<file path="config.mk">
export PLATFORM = sky130hd
export DESIGN_NAME = fp16_vec_reduce
export DESIGN_NICKNAME = d
export VERILOG_FILES = /design/src/rtl/fp16_vec_reduce.sv
export SDC_FILE = /design/constraint.sdc
export NUM_CORES = 1
export LEC_CHECK = 0
export CORE_MARGIN = 8
export CORE_UTILIZATION = 44
export CTS_BUF_LIST = sky130_fd_sc_hd__clkbuf_2
export CTS_CLUSTER_SIZE = 30
export DETAILED_ROUTE_END_ITERATION = 7
export PLACE_DENSITY = 0.82
export SLEW_MARGIN = 20
export SYNTH_ARGS = -nofsm -noshare
export SYNTH_HDL_FRONTEND = slang
export SYNTH_SLANG_ARGS = --single-unit
</file>
<file path="constraint.sdc">
create_clock -name clk -period 2.2 [get_ports clk]
set_input_delay 0.44 -clock clk [delete_from_list [all_inputs] [get_ports clk]]
set_output_delay 0.44 -clock clk [all_outputs]
set_load 0.1 [all_outputs]
</file>
<file path="src/rtl/fp16_vec_reduce.sv">
// rtl/fp16_vec_reduce.sv - fp16 vector sum reducer driving an external pipelined adder
//
// Accepts a stream of fp16 elements (s_valid/s_ready/s_data/s_last), folds each
// one into a running accumulator through an external adder with ADD_LAT clocks
// of latency, and presents the vector sum once the element flagged s_last has
// been folded in.
//
// Ports:
//   clk, rst_n      clock, asynchronous active-low reset
//   s_valid/s_ready element handshake; s_ready decoded from state only
//   s_data, s_last  fp16 element and end-of-vector marker
//   add_a, add_b    adder operands (element, accumulator); zero outside WAIT
//   add_res         adder result, sampled ADD_LAT cycles after operands appear
//   m_valid/m_ready sum handshake
//   m_sum, m_count  vector sum and saturating element count
//   busy            state is not ACCEPT, or a vector is partially summed

module fp16_vec_reduce #(
   parameter int ADD_LAT = 1,
   parameter int CNT_W   = 8
) (
   input  logic             clk,
   input  logic             rst_n,
   input  logic             s_valid,
   output logic             s_ready,
   input  logic [15:0]      s_data,
   input  logic             s_last,
   output logic [15:0]      add_a,
   output logic [15:0]      add_b,
   input  logic [15:0]      add_res,
   output logic             m_valid,
   input  logic             m_ready,
   output logic [15:0]      m_sum,
   output logic [CNT_W-1:0] m_count,
   output logic             busy
);

   typedef enum logic [1:0] {ACCEPT, WAIT, OUT} state_t;

   state_t           state;
   state_t           state_nxt;
   logic [15:0]      acc;
   logic [15:0]      op;
   logic [CNT_W-1:0] count;
   logic [2:0]       wait_cnt;
   logic             last_flag;

   always_ff @(posedge clk or negedge rst_n) begin
      if (!rst_n) begin
         state     <= ACCEPT;
         acc       <= 16'h0000;
         op        <= 16'h0000;
         count     <= '0;
         wait_cnt  <= 3'd0;
         last_flag <= 1'b0;
      end else begin
         state <= state_nxt;
         case (state)
            ACCEPT: begin
               if (s_valid) begin
                  op        <= s_data;
                  last_flag <= s_last;
                  if (count != {CNT_W{1'b1}})
                     count <= count + CNT_W'(1);
                  wait_cnt  <= 3'(ADD_LAT);
               end
            end
            WAIT: begin
               // Operands went out on the first WAIT cycle, so the adder result
               // is valid exactly when the counter has run down to zero.
               if (wait_cnt == 3'd0)
                  acc <= add_res;
               else
                  wait_cnt <= wait_cnt - 3'd1;
            end
            OUT: begin
               if (m_ready) begin
                  acc       <= 16'h0000;
                  count     <= '0;
                  last_flag <= 1'b0;
               end
            end
            default: ;
         endcase
      end
   end

   always_comb begin
      state_nxt = state;
      s_ready   = 1'b0;
      add_a     = 16'h0000;
      add_b     = 16'h0000;
      m_valid   = 1'b0;
      m_sum     = 16'h0000;
      m_count   = '0;
      case (state)
         ACCEPT: begin
            s_ready = 1'b1;
            if (s_valid)
               state_nxt = WAIT;
         end
         WAIT: begin
            add_a = op;
            add_b = acc;
            if (wait_cnt == 3'd0)
               state_nxt = last_flag ? OUT : ACCEPT;
         end
         OUT: begin
            m_valid = 1'b1;
            m_sum   = acc;
            m_count = count;
            if (m_ready)
               state_nxt = ACCEPT;
         end
         default: state_nxt = ACCEPT;
      endcase
   end

   assign busy = (state != ACCEPT) || (count != '0);

endmodule
</file>
; ---- Word level (Yosys, flattened, before mapping)
; Cells that the tools add are included.
[op_classes]
n_eq_ne = 8
reduce_logical = 14
n_mux = 24
addsub = 2
[ops]
columns = cell, count
row1 = 16-bit two-way mux, 5
row2 = 8-bit two-way mux, 4
row3 = 16-bit one-hot mux with 2 select lines, 1
row4 = 8-bit one-hot mux with 2 select lines, 1
row5 = 3-bit AND reduction, 4
row6 = 2-bit inequality test (second input constant), 5
row7 = 8-bit by 1-bit adder with 8-bit output (second input constant), 1
row8 = 2-bit two-way mux, 4
row9 = 8-bit inequality test (second input constant), 1
row10 = 2-bit nonzero test, 4
row11 = 8-bit nonzero test, 1
row12 = 3-bit two-way mux, 2
row13 = 2-bit one-hot mux with 3 select lines, 1
row14 = 3-bit one-hot mux with 2 select lines, 1
row15 = 1-bit two-way mux, 4
row16 = 4-bit AND reduction, 1
row17 = 3-bit logical NOT, 1
row18 = 3-bit by 1-bit subtractor with 3-bit output (second input constant), 1
row19 = 2-bit by 1-bit equality test with 1-bit output (second input constant), 1
row20 = 2-bit equality test (second input constant), 1
row21 = 2-bit logical NOT, 1
row22 = 1-bit one-hot mux with 2 select lines, 1
row23 = 2-bit AND reduction, 1
row24 = 1-bit logical OR, 1
[word_totals]
out_inout_bits = 59
inputBits = 37
wordCells = 54
register_bits = 46

; ---- Depth between registers and ports, before layout
[logic_depth]
ltp_word = 4
mapped_depth = 7
ltp_nobuf = 6

; ---- Worst setup path after synthesis
; No wires, ideal clock.
[synth_timing]
path_type = register to output
start = reg state[0]
end = out busy
t_arrival_ps = 2974
required_ps = 1760
slack_ps = -1214
n_path_buf = 0
path_stages_with_launch = 3
cell_sequence = dfrtp_1 > nor2_1 > nand3_1
[synth_via]
elab_chain_len = 2
[synth_rtl]
columns = element, line
row1 = from (decl), 40  ; state_t state;
row2 = from (signal assigned), 57  ; state <= state_nxt;
row3 = 2-bit nonzero test, 119  ; assign busy = (state != ACCEPT) || (count != '0);
row4 = 1-bit logical OR, 119
row5 = to (decl), 35  ; output logic busy
; No other way between the ends.

; ---- Worst setup path after layout
[layout_timing]
start = reg state[0]
end = out m_count[1]
[layout_via]
elab_chain_len = 2
[layout_rtl]
columns = element, line
row1 = 2-bit equality test, 96  ; case (state)
row2 = 8-bit two-way mux, 96
row3 = to (decl), 34  ; output logic [CNT_W-1:0] m_count,
; No other way between the ends.

==> results.ini <==
[finish]
diodes = 0
layout_common_cells = nand2_1, buf_12, dfrtp_1
layout_commonest_cell = nand2_1
drive_above_1_share = 0.3362
final_net_count = 392
area_growth_syn_to_layout_pct = 77.33
final_cells = 421
fin_util = 0.8094

[floorplan]
rows = 26
start_util = 0.4564
core-area_mm2 = 0.005140
die_area_mm2 = 0.007925
die_x_um = 89.02
top_level_ports = 96
die_y_um = 89.02

[run]
max_cap_viol_count = 0

[synthesis]
netlist_instances = 247
yosysWarnings = 0
synth.distinct_cells = 36
avgSynthCellArea_um2 = 9.498
synth_area_mm2 = 0.002346
synth_nets = 288
seq_area_frac_synth = 0.4907
synth_seq_cells = 46

[timing]
tns_ns = 0
max_slew_margin = 0.6186
tightest_slew_ns = 0.5721
final.period_utilization = 0.9788
hold_viol = 0
max_freq_mhz = 464.4
fin_skew_ns = 0.01045
maxSlewViolCount = 0
fin_crit_ns = 2.153
rsz0062_at_grt = yes
setup_viol = 0

[route]
via_per_inst = 5.159
routed.top_layer = met4
drt_iter0_drc = 99
wl_met1_mm = 2.939
met2_length_mm = 3.361
via_count = 2172
routed_wirelength_mm = 7.006
dr_wl_met3_um = 650
drtPass1Iterations = 4
ant_nets = 0
post-route-drc-count = 0
wire_per_inst_um = 16.64

[grt]
grt_pass1_wl_mm = 10.69
track_usage = 0.1721
grt.overflow.total = 0
grt_max_degree = 47
grt_pass1_vias = 2180
antenna_found_initial = 0

[cts]
cts_sinks = 46
cts_buffer_depth = 2
htree_num_levels = 2
path_clk_slew_ns = 0.21
cts_tree = done
cts-root-buf = clkbuf_2
insertion_delay_ns = 0.40
cts_buffers = 5

[critical_path]
arrival_ns = 1.71
cp-end-kind = primary output
start_kind = flop
worstPathRequired_ns = 1.76
cp_max_fo = 6
worstSetupPathType = flop to primary output

[worst_hold_path]
holdCritPathClass = primary input to async pin

[placed_design]
hpwl_mm = 5.148
gp_congestion = 0.8850
port_buffers = 95
placed_cells = 405

[outcome]
outcome = completed

==> final timing paths <==
check / from / end / slack (ns) / depth (start not counted)
worst max-delay path: state[0] / m_count[1] / 0.05 / 4
worst min-delay path: rst_n / count[2] / 0.1 / 2
worst max register to register: state[0] / count[7] / 0.42 / 5
worst min register to register: op[0] / op[0] / 0.50 / 2
max in group asynchronous: rst_n / state[1] / 1.70 / 2
min in group clk: op[0] / op[0] / 0.50 / 2
==> per-stage QoR <==
step | area (um2) | hold slack, ns | setup slack (ns)
2_1_floorplan | 2375 | 0.1444 | -0.3461
3_3_place_gp | 3989 | 0.4483 | 0.1704
3_5_place_dp | 3989 | 0.4616 | 0.09514
4_1_cts | 4034 | 0.09792 | -0.06817
5_1_grt | 4160 | 0.1110 | -0.03269
6_report | 4160 | 0.09602 | 0.04655
==> state kept, by name, summed over array words and instances (netlist names) <==
signal and count:
acc 16, state 2, op 16, wait_cnt 3
count 8, last_flag 1
==> critical path, cell delays in order (launching register included) <==
cell and delay (ns):
dfrtp_2 0.47, and2b_4 0.34, inv_1 0.11, nor2_1 0.19, buf_12 0.21
==> layout make-up <==
| class | instances | area, um2 |
|---|---|---|
| Multi-Input combinational cell | 183 | 1190 |
| Fill cell | 313 | 979.7 |
| Tap cell | 70 | 87.58 |
| Clock buffer | 7 | 35.03 |
| Timing Repair Buffer | 109 | 1672 |
| Inverter | 6 | 22.52 |
| Sequential cell | 46 | 1154 |
==> synth_stat cells, drive strengths merged <==
cell type / number / share of area
buf: 6 / 0.016
and2b: 2 / 0.0069
nor3b: 3 / 0.017
nor2: 3 / 0.0048
nor4b: 1 / 0.0037
o22a: 1 / 0.0037
mux2: 2 / 0.0096
nor3: 3 / 0.0064
o21ai: 4 / 0.0085
a22o: 17 / 0.063
a211o: 2 / 0.0075
nand2: 61 / 0.098
o21a: 1 / 0.0032
nand3: 6 / 0.013
or3b: 1 / 0.0037
ha: 4 / 0.021
o22ai: 2 / 0.0053
o221ai: 1 / 0.0037
a21oi: 5 / 0.022
or3: 1 / 0.0027
inv: 6 / 0.0096
dfrtp: 46 / 0.49
xnor2: 2 / 0.0075
a211oi: 1 / 0.0032
and3: 4 / 0.011
and4: 1 / 0.0037
and2: 54 / 0.14
clkbuf: 7 / 0.011
==> kinds of logic after synthesis <==
group                    after synthesis  synth area share
flip-flops                            46            0.4907
buffers and inverters                 19           0.03680
multiplexers                           2          0.009599
adder cells (fa/ha/maj)                4           0.02133
XOR/XNOR                               2          0.007468
AO/OA/AOI/OAI                         34            0.1205
AND/OR/NAND/NOR                      140            0.3136
==> routing by layer <==
layer,vias up,global-route usage
met4,0,0.04079
met2,90,0.2864
li1,1026,-
met1,1048,0.2114
met5,-,0
met3,8,0.05423
==> repair_timing <==
action / CTS / global route
gates cloned: 0 / 2
setup buffers: 0 / 7
endpoints found under the setup margin: 55 / 55
resized for setup: 4 / 20
hold buffers: 0 / 0
pin swaps: 0 / 4
Power is left out: the tool's default activity adds up to more than one toggle a clock period on the data nets, which glitch-free logic cannot reach.
